$ cat config.mk
export PLATFORM = sky130hd
export DESIGN_NAME = fire_alarm_ctrl
export DESIGN_NICKNAME = d
export VERILOG_FILES = /design/src/rtl/fire_alarm_pkg.sv /design/src/rtl/fire_zone_fsm.sv /design/src/rtl/fire_alarm_ctrl.sv
export SDC_FILE = /design/constraint.sdc
export NUM_CORES = 1
export LEC_CHECK = 0
export ABC_CLOCK_PERIOD_IN_PS = 5600
export CAP_MARGIN = 0
export CORE_MARGIN = 5
export CORE_UTILIZATION = 56
export CTS_CLUSTER_SIZE = 14
export DETAILED_ROUTE_END_ITERATION = 10
export PLACE_DENSITY = 0.8
export SETUP_SLACK_MARGIN = 0.2
export SYNTH_ARGS = -nofsm -noshare
export SYNTH_HDL_FRONTEND = slang
export SYNTH_SLANG_ARGS = --single-unit
$ cat constraint.sdc
create_clock -name clk -period 5.6 [get_ports clk]
set_input_delay 1.4 -clock clk [delete_from_list [all_inputs] [get_ports clk]]
set_output_delay 1.4 -clock clk [all_outputs]
set_load 0.01 [all_outputs]
$ cat src/rtl/fire_alarm_pkg.sv
// Shared types and default configuration for the per-zone fire alarm controller.
package fire_alarm_pkg;

  typedef enum logic [1:0] {
    IDLE = 2'd0,
    PRE  = 2'd1,
    FIRE = 2'd2
  } zone_state_t;

  localparam int unsigned DEF_ZONES        = 4;
  localparam int unsigned DEF_DEBOUNCE     = 4;
  localparam int unsigned DEF_PREALARM_CYC = 8;
  localparam int unsigned DEF_HOLD_CYC     = 6;

endpackage

$ cat src/rtl/fire_zone_fsm.sv
// One fire zone: sensor debounce, pre-alarm countdown, discharge hold and state machine.
// ALARM_LATCH_EN: FIRE persists until clear instead of ending after a low-sensor hold.
module fire_zone_fsm
  import fire_alarm_pkg::*;
#(
  parameter int unsigned DEBOUNCE     = DEF_DEBOUNCE,
  parameter int unsigned PREALARM_CYC = DEF_PREALARM_CYC,
  parameter int unsigned HOLD_CYC     = DEF_HOLD_CYC
) (
  input  logic clk,
  input  logic reset,
  input  logic fire_sensor,
  input  logic abort,
`ifdef ALARM_LATCH_EN
  input  logic clear,
`endif
  output logic extinguisher,
  output logic active
);

  localparam int unsigned DW = $clog2(DEBOUNCE + 1);
  localparam int unsigned PW = $clog2(PREALARM_CYC + 1);
  localparam logic [DW-1:0] DEB_MAX = DW'(DEBOUNCE);
  localparam logic [PW-1:0] PRE_MAX = PW'(PREALARM_CYC);

  zone_state_t   state, state_n;
  logic [DW-1:0] deb_cnt, deb_n;
  logic [PW-1:0] pre_cnt, pre_n;
  logic          lock, lock_n;

`ifndef ALARM_LATCH_EN
  localparam int unsigned HW = $clog2(HOLD_CYC + 1);
  localparam logic [HW-1:0] HOLD_LAST = HW'(HOLD_CYC - 1);
  logic [HW-1:0] hold_cnt, hold_n;
`endif

  always_comb begin
    state_n = state;
    pre_n   = pre_cnt;
    lock_n  = lock;
`ifndef ALARM_LATCH_EN
    hold_n  = hold_cnt;
`endif
    deb_n = fire_sensor ? ((deb_cnt == DEB_MAX) ? deb_cnt : deb_cnt + DW'(1)) : '0;

    case (state)
      IDLE: begin
        // An aborted zone must see the sensor drop before it may re-arm.
        if (lock) begin
          if (!fire_sensor) lock_n = 1'b0;
        end else if (fire_sensor && deb_n == DEB_MAX) begin
          state_n = PRE;
          pre_n   = PRE_MAX;
        end
      end
      PRE: begin
        if (abort) begin
          state_n = IDLE;
          pre_n   = '0;
          lock_n  = fire_sensor;
        end else if (!fire_sensor) begin
          state_n = IDLE;
          pre_n   = '0;
        end else if (pre_cnt == PW'(1)) begin
          state_n = FIRE;
          pre_n   = '0;
`ifndef ALARM_LATCH_EN
          hold_n  = '0;
`endif
        end else begin
          pre_n = pre_cnt - PW'(1);
        end
      end
      FIRE: begin
`ifdef ALARM_LATCH_EN
        if (clear) state_n = IDLE;
`else
        if (fire_sensor) begin
          hold_n = '0;
        end else if (hold_cnt == HOLD_LAST) begin
          state_n = IDLE;
          hold_n  = '0;
        end else begin
          hold_n = hold_cnt + HW'(1);
        end
`endif
      end
      default: state_n = IDLE;
    endcase
  end

  always_ff @(posedge clk) begin
    if (reset) begin
      state        <= IDLE;
      deb_cnt      <= '0;
      pre_cnt      <= '0;
      lock         <= 1'b0;
      extinguisher <= 1'b0;
      active       <= 1'b0;
`ifndef ALARM_LATCH_EN
      hold_cnt     <= '0;
`endif
    end else begin
      state        <= state_n;
      deb_cnt      <= deb_n;
      pre_cnt      <= pre_n;
      lock         <= lock_n;
      extinguisher <= (state_n == FIRE);
      active       <= (state_n != IDLE);
`ifndef ALARM_LATCH_EN
      hold_cnt     <= hold_n;
`endif
    end
  end

endmodule

$ cat src/rtl/fire_alarm_ctrl.sv
// Multi-zone fire alarm controller: one independent zone FSM per sensor, combined alarms.
// ALARM_LATCH_EN: discharge latches until the global clear input is pulsed.
module fire_alarm_ctrl
  import fire_alarm_pkg::*;
#(
  parameter int unsigned ZONES        = DEF_ZONES,
  parameter int unsigned DEBOUNCE     = DEF_DEBOUNCE,
  parameter int unsigned PREALARM_CYC = DEF_PREALARM_CYC,
  parameter int unsigned HOLD_CYC     = DEF_HOLD_CYC
) (
  input  logic             clk,
  input  logic             reset,
  input  logic [ZONES-1:0] fire_sensor,
  input  logic [ZONES-1:0] abort,
  input  logic             clear,
  output logic [ZONES-1:0] extinguisher,
  output logic             buzzer,
  output logic             fire_any
);

  logic [ZONES-1:0] active;

`ifndef ALARM_LATCH_EN
  logic unused_clear;
  assign unused_clear = clear;
`endif

  for (genvar g = 0; g < ZONES; g++) begin : g_zone
    fire_zone_fsm #(
      .DEBOUNCE    (DEBOUNCE),
      .PREALARM_CYC(PREALARM_CYC),
      .HOLD_CYC    (HOLD_CYC)
    ) u_zone (
      .clk         (clk),
      .reset       (reset),
      .fire_sensor (fire_sensor[g]),
      .abort       (abort[g]),
`ifdef ALARM_LATCH_EN
      .clear       (clear),
`endif
      .extinguisher(extinguisher[g]),
      .active      (active[g])
    );
  end

  // Per-zone flags are already registered; the OR adds no state.
  assign buzzer   = |active;
  assign fire_any = |extinguisher;

endmodule

==> Yosys cells after proc, flatten, opt, wreduce, memory -nomap -nowiden <==
Index checks and enable logic that the tools add are counted.
{ "word_totals": {"mem_bits_ro": 0, "latch_bits": 0, "n_memories": 0, "regBits": 60, "ram_bits": 0, "out_inout_bits": 6} }
{ "op_classes": {"addsub": 12, "mul": 0, "reduce_logical": 34, "shifts": 0, "order_cmp": 0, "div": 0, "bitwise": 0, "mux": 104, "eq_ne": 52} }
{ "op_table": {"columns": ["operator", "n"], "rows": [
  ["2-to-1 mux 3 bit", 28],
  ["2-to-1 mux 4 bit", 20],
  ["2-to-1 mux 2 bit", 28],
  ["== test 3 bit (second input constant)", 12],
  ["!= test 2 bit (second input constant)", 16],
  ["one-hot mux 4 bit (2 select lines)", 4],
  ["adder 3 x 1 -> 3 bit (second input constant)", 8],
  ["one-hot mux 2 bit (3 select lines)", 4],
  ["one-hot mux 3 bit (2 select lines)", 4],
  ["nonzero test 2 bit", 12],
  ["== test 2 bit (second input constant)", 8],
  ["== test 4 x 1 -> 1 bit (second input constant)", 4],
  ["!= test 2 x 1 -> 1 bit (second input constant)", 8],
  ["AND reduction 4 bit", 4],
  ["subtractor 4 x 1 -> 4 bit (second input constant)", 4],
  ["2-to-1 mux 1 bit", 12],
  ["AND reduction 3 bit", 4],
  ["== test 2 x 1 -> 1 bit (second input constant)", 4],
  ["zero test 2 bit", 4],
  ["one-hot mux 1 bit (2 select lines)", 4],
  ["AND reduction 2 bit", 4],
  ["OR reduction 4 bit", 2],
  ["logical AND 1 bit", 4]
]} }

==> Longest topological paths before layout <==
{ "depth": {"word_depth": 9, "depth_mapped": 6} }

==> Modules after synthesis <==
A second synthesis with hierarchy kept.
{ "unflattened": {"hier_cells": 330, "area_unflattened_um2": 3025.4} }
{ "by_module_without_submodules": {"columns": ["mod", "cells_per_inst", "instances", "area_each_um2"], "rows": [
  ["fire_zone_fsm (g_zone[1].u_zone)", 79, 1, 764.5],
  ["fire_zone_fsm (g_zone[2].u_zone)", 83, 1, 762.0],
  ["fire_zone_fsm (g_zone[3].u_zone)", 83, 1, 753.2],
  ["fire_zone_fsm (g_zone[0].u_zone)", 83, 1, 730.7],
  ["fire_alarm_ctrl", 2, 1, 15.0]
]} }

==> Least setup slack after synthesis <==
No wires, ideal clock.
{ "synth_timing": {"path_type": "in2reg", "startpoint": "in fire_sensor[3]", "endpoint": "reg g_zone[3].u_zone.pre_cnt[3]", "cell_stages": 5, "setup_slack_ns": 2.963, "t_arrival_ns": 2.563, "setup_time_ns": 0.074, "path_cell_list": "buf_4 -> or4b_1 -> a311o_1 -> or2_0 -> a31oi_1"} }
{ "synth_via": {"elab_chain_cells": 5, "elab_cells_between_ends": 8, "classes_between": "2 x eq/ne; 4 x mux; 2 x reduce/logical"} }
{ "synth_rtl": {"columns": ["element", "line_no", "rtl"], "rows": [
  ["start: declaration", "fire_alarm_ctrl.sv:13", "input logic [ZONES-1:0] fire_sensor,"],
  ["2-to-1 mux 3 bit", "fire_zone_fsm.sv:44", "deb_n = fire_sensor ? ((deb_cnt == DEB_MAX) ? deb_cnt : deb_cnt + DW'(1)) : '0;"],
  ["== test 3 bit", "fire_zone_fsm.sv:51", "end else if (fire_sensor && deb_n == DEB_MAX) begin"],
  ["logical AND 1 bit", "fire_zone_fsm.sv:51", null],
  ["!= test 2 x 1 -> 1 bit (no source line)", null, null],
  ["AND reduction 3 bit (no source line)", null, null],
  ["end signal: assignment", "fire_zone_fsm.sv:106", "pre_cnt <= pre_n;"],
  ["end: declaration", "fire_zone_fsm.sv:28", "logic [PW-1:0] pre_cnt, pre_n;"]
]} }
Several ways; a longest one is shown, not always the timed one.
A chain may end at the register's enable or synchronous reset.

==> Worst setup path after layout <==
{ "layout_timing": {"startpoint": "reg g_zone[1].u_zone.extinguisher", "endpoint": "out fire_any"} }
{ "layout_via": {"elab_chain_cells": 1} }
{ "layout_rtl": {"columns": ["element", "line_no", "rtl"], "rows": [
  ["start: declaration", "fire_zone_fsm.sv:17", "output logic extinguisher,"],
  ["start signal: assignment", "fire_zone_fsm.sv:108", "extinguisher <= (state_n == FIRE);"],
  ["OR reduction 4 bit", "fire_alarm_ctrl.sv:48", "assign fire_any = |extinguisher;"],
  ["end: declaration", "fire_alarm_ctrl.sv:18", "output logic fire_any"]
]} }
Every way passes these cells.

==> metrics.yaml <==
wl_met2_um: 2704
r2r_end: "g_zone[3].u_zone.pre_cnt[3]"
synth_edf_count: 0
r2r-start: "g_zone[3].u_zone.deb_cnt[0]"
cts.sinks: 60
core_um2: 5140
place_hpwl_um: 3969
path_class: "flip-flop to output pin"
antenna_found_initial: 0
slew_headroom: 0.5966
dr.pass1.iters: 4
gp_congestion: 0.7935
fin_area_um2: 3379
crit_chain: "or4_1, clkdlybuf4s50_1"
cts_setup_buffers: 0
synth_nets: 371
crit_slowest_cell: "or4_1"
synth_ff_type: "dfxtp_1"
path_max_fanout: 2
drv_slew: 0
wl_met1_um: 2624
die_y_um: 82.91
r2r_slack_ns: 3.52
fin_skew_ns: 0.01284
rsz0062_at_grt: "no"
cts_htree_levels: 3
synthArstFlopShare: 0
cpPeakStageDelay_ns: 0.51
hp-class: "flip-flop to flip-flop"
area_growth_pct: 13.54
timing.fmax_mhz: 327.1
wl_per_cell_um: 13.05
grt_overflow_total: 0
top_layer_used: "met4"
required_ns: 4.20
hp-start: "g_zone[0].u_zone.pre_cnt[1]"
drc: 0
clkLatencyLatePin_ns: 0.34
reg2regPathDepth: 6
yosysSeqAreaShare: 0.4035
wl_um: 5664
hold_violations: 0
avgSynthCellArea_um2: 8.653
dr_wl_met3_um: 241
end_kind: "output pin"
netlist_instances: 344
start_util: 0.5791
cts_hold_buf: 0
rows: 26
yosysWarnings: 0
ys_seq_elements: 60
outcome: "finished, final reports clean"
io_buffer_count: 15
ys_types: 56
post_cts_resized: 0
p_per_area_nw_per_um2: 271.6
grt_pass1_wl_um: 9922
grt_usage: 0.1722
period_share: 0.5460
drive_gt1_frac: 0.07692
hold_end: "g_zone[0].u_zone.pre_cnt[1]"
vias_per_cell: 5.659
fin_nets: 386
drt-initial-drc-count: 103
cts.path.max_buffers: 2
whs_path_depth: 2
setup_tns_ns: 0
syn-cell-area_um2: 2977
critPathLaunchType: "flip-flop"
cts-root-buf: "clkbuf_8"
vias: 2456
crit_start: "g_zone[1].u_zone.extinguisher"
drt.antenna.violating_nets: 0
irDropWorstVdd_uv: 188.9
die_w_um: 82.91
grt_max_degree: 48
clkTransAtPathRegs_ns: 0.07
io_pins: 17
layout_min_cycle_time_ns: 3.057
worstMarginPinSlew_ns: 0.6045
power.leakage_nw: 1.290
grt_pass1_vias: 2327
n_antenna_cell: 0
placed_area_um2: 3154
die_area_um2: 6873
setup_viol: 0
cts_tree: "done"
tritoncts.num_buffers: 9
drv_cap: 0
arrival_ns: 1.66
==> flip-flops by register name (all words and copies together) (netlist names) <==
name,cells
g_zone.u_zone.state,8
g_zone.u_zone.hold_cnt,12
g_zone.u_zone.extinguisher,4
g_zone.u_zone.lock,4
g_zone.u_zone.deb_cnt,12
g_zone.u_zone.active,4
g_zone.u_zone.pre_cnt,16
==> final cells by class <==
class                      instances  area [um2]
fill                             460        1760
multi-input combinational        247        1614
sequential                        60        1201
timing repair buffer              16       157.7
clock buffer                      10       137.6
inverter                          25       93.84
clock inverter                     6       87.58
tap                               70       87.58
==> worst max path at each step <==
stage	endpoint	slack, ns	depth (start not counted)
global route	fire_any	2.45	2
global placement	g_zone[0].u_zone.pre_cnt[1]	2.25	5
floorplan	g_zone[3].u_zone.pre_cnt[3]	2.96	5
CTS	fire_any	2.51	2
detailed placement	g_zone[0].u_zone.pre_cnt[1]	2.28	5
finish	fire_any	2.54	2
==> kinds of logic (layout without fill, tap and decap cells) <==
| family | Yosys count | after routing | share of synthesized area |
|---|---|---|---|
| AO/OA/AOI/OAI | 81 | 81 | 0.1791 |
| XOR/XNOR | 1 | 1 | 0.002943 |
| adder cells (fa/ha/maj) | 16 | 16 | 0.06725 |
| buffers and inverters | 37 | 57 | 0.05422 |
| flip-flops | 60 | 60 | 0.4035 |
| multiplexers | 3 | 3 | 0.01051 |
| AND/OR/NAND/NOR | 146 | 146 | 0.2825 |
==> cell usage in the layout, fill, tap and decap left out, types with 4 or more instances in the layout <==
cell type        netlist  routed
a21oi_1               24      24
a22oi_1                6       6
a311oi_1               5       5
a31oi_1                4       4
and3_1                 7       7
clkbuf_8               0      10
clkdlybuf4s50_1        0      15
dfxtp_1               60      60
ha_1                  16      16
inv_1                 25      25
nand2_1               15      15
nand2b_1              13      13
nand3_1                4       4
nor2_1                47      47
nor2b_1                8       8
nor3_1                17      17
nor3b_1                4       4
nor4bb_1               4       4
o21ai_0               16      16
o31ai_1                5       5
==> metrics by stage <==
step | total power, W | instances | hold slack [ns] | util | setup WS [ns]
floorplan | 0.0004768 | 344 | 0.4437 | - | 2.963
global placement | 0.0004922 | 418 | 0.4646 | 0.6137 | 2.250
detailed placement | 0.0004940 | 418 | 0.4704 | 0.6137 | 2.275
CTS | 0.0009284 | 434 | 0.4831 | 0.6575 | 2.512
global route | 0.0009538 | 434 | 0.5026 | 0.6575 | 2.454
finish | 0.0009179 | 434 | 0.4803 | 0.6575 | 2.543
==> metal layers <==
layer	vias up	GRT usage
li1	1270	-
met1	1143	0.1996
met2	34	0.2945
met3	9	0.06040
met4	0	0.05795
met5	-	0
==> cells in the mapped netlist (all sizes together), types with 4 or more instances <==
cell	count	area (um2)
a21oi	24	120.1
a311oi	5	43.79
nand2b	13	81.33
o31ai	5	37.54
nand3	4	20.02
a31oi	4	25.02
a22oi	6	45.04
inv	25	93.84
and3	7	43.79
clkbuf	6	22.52
nor2	47	176.4
nor2b	8	50.05
nand2	15	56.30
buf	6	45.04
nor4bb	4	40.04
nor3	17	85.08
dfxtp	60	1201
nor3b	4	30.03
ha	16	200.2
o21ai	17	88.84
==> report_power, final <==
part | switching [W] | internal [W] | total [W]
clock | 0.000171 | 0.000262 | 0.000433
combinational | 0.0000274 | 0.0000207 | 0.0000481
sequential | 0.00000491 | 0.000432 | 0.000437
total | 0.000203 | 0.000715 | 0.000918
==> worst max-delay path: cells and delay by family, from the launching register on <==
kind / cells / cell delay [ns]
buf+inv: 1 / 0.50
simple gates: 1 / 0.51
flops: 1 / 0.31
(Power assumes the default switching activity.)
==> variant: new RTL, same flow settings <==
Set the package constant `DEF_DEBOUNCE` to 8 (it was 4).
--- a/src/rtl/fire_alarm_pkg.sv
+++ b/src/rtl/fire_alarm_pkg.sv
@@ -8,7 +8,7 @@
   } zone_state_t;
 
   localparam int unsigned DEF_ZONES        = 4;
-  localparam int unsigned DEF_DEBOUNCE     = 4;
+  localparam int unsigned DEF_DEBOUNCE     = 8;
   localparam int unsigned DEF_PREALARM_CYC = 8;
   localparam int unsigned DEF_HOLD_CYC     = 6;
 
Formal check against the unedited RTL: not equivalent (a bounded check fails within 10 cycles, from zero or initial values and one cycle with reset high).
==> variant against the original RTL <==
Power fell by 9.8%. Routed wire length rose by 1.2%. Hold slack got worse by 0.0076 ns. Synthesized area rose by 9.8%. Setup slack got worse by 0.0061 ns. Cell area rose by 6.9%. Sequential cell count rose by 4. First-iteration DRC count rose by 19%. Largest power group unchanged.
==> variant: results (changes against the original RTL) <==
Logic synthesis
The number of distinct standard cells referenced by the synthesized netlist is 66 (was 56). The average cell area after synthesis came to 9.000 um^2 (was 8.653 um^2). The sequential share of the synthesized area is 0.3922 (was 0.4035). The synthesized netlist net count came to 390 (was 371). Biggest area contributors in the synthesized netlist: dfxtp_1 (39%), ha_1 (6.1%), nor2_1 (5.5%) (was dfxtp_1 (40%), ha_1 (6.7%), nor2_1 (5.9%)).

Synth top cells by count: dfxtp_1 (64), nor2_1 (48), inv_1 (27), a21oi_1 (19), nor2b_1 (17) (was dfxtp_1 (60), nor2_1 (47), inv_1 (25), a21oi_1 (24), nor3_1 (17)). The share of synthesized area spent on multiplexers is 0.01226 (was 0.01051).

Layout
The proportion of layout cells with a drive suffix above 1 is 0.08639 (was 0.07692). The clock buffer count came to 12 (was 10). The sequential cell count is 64 (was 60). The non-clock buffer instance count of the final layout came to 15 (was 16).

Largest registers ranked by flip-flop count: g_zone.u_zone.deb_cnt (16), g_zone.u_zone.pre_cnt (16), g_zone.u_zone.hold_cnt (12) (was g_zone.u_zone.pre_cnt (16), g_zone.u_zone.deb_cnt (12), g_zone.u_zone.hold_cnt (12)). The total number of nets in the final design is 407 (was 386). The design area came to 0.003613 mm^2 (was 0.003379 mm^2). The sequential cell area share is 0.3546 (was 0.3554). The number of non-clock inverters in the layout was 27 (was 25).

The count of multi-input combinational gates is 263 (was 247).

STA
The clock tree skew after final layout is 0.007352 ns (was 0.01284 ns). The final cycle utilization of the critical path is 0.5471 (was 0.5460).

Routing
The DRC violation total after the first TritonRoute iteration is 123 (was 103).

GRT
The first-pass GRT wire length is 10.36 mm (was 9.922 mm). The maximum number of pins on one net before global-route repair is 52 (was 48).

Worst setup path
The end of the worst register-to-register path is g_zone[2].u_zone.pre_cnt[3] (was g_zone[3].u_zone.pre_cnt[3]). The source of the worst register-to-register timing path was g_zone[2].u_zone.deb_cnt[0] (was g_zone[3].u_zone.deb_cnt[0]). The worst reg-to-reg setup slack is 3.76 ns (was 3.52 ns).

Pwr
The largest voltage drop on the vdd net is 189.5 uV (was 188.9 uV). The static leakage power is 1.390 nW (was 1.290 nW). The total internal power is 650.4 uW (was 714.8 uW).

Worst hold path
The worst hold endpoint is g_zone[1].u_zone.lock (was g_zone[0].u_zone.pre_cnt[1]). The startpoint of the most critical hold path was g_zone[1].u_zone.lock (was g_zone[0].u_zone.pre_cnt[1]).

Placement
The final HPWL from detailed placement is 4.141 mm (was 3.969 mm). The global placer's final weighted congestion came to 0.8301 (was 0.7935). The placed standard-cell area is 0.003453 mm^2 (was 0.003154 mm^2). The pre-CTS setup slack is 2.457 ns (was 2.275 ns). The cell total after placement is 441 (was 418).

Floorplan
The core box area is 0.005574 mm^2 (was 0.005140 mm^2).

Status
Run status: complete, no violations (unchanged).
-- variant: power by group through the flow --
stage | clock network (mW) | logic, mW | registers [mW]
floorplan | 0 | 0.0218 | 0.471
global placement | 0 | 0.0342 | 0.472
CTS | 0.341 | 0.0353 | 0.462
finish | 0.331 | 0.0350 | 0.462
detailed placement | 0 | 0.0349 | 0.472
global route | 0.361 | 0.0393 | 0.462
-- variant: per-layer routing --
| layer | up-vias | wire length, um | share of wire | global-route usage |
|---|---|---|---|---|
| met1 | 1190 | 2679 | 0.47 | 0.2026 |
| li1 | 1311 | - | - | - |
| met3 | 5 | 214 | 0.037 | 0.05418 |
| met4 | 0 | 55 | 0.0096 | 0.04816 |
| met5 | - | 0 | 0 | 0 |
| met2 | 32 | 2780 | 0.49 | 0.2928 |
-- variant: worst max-delay path: cells and delay by family (launching register included) --
| kind | cells | cell delay [ns] |
|---|---|---|
| buffers and inverters | 1 | 0.49 |
| DFF | 1 | 0.34 |
| and+or+nand+nor | 1 | 0.51 |
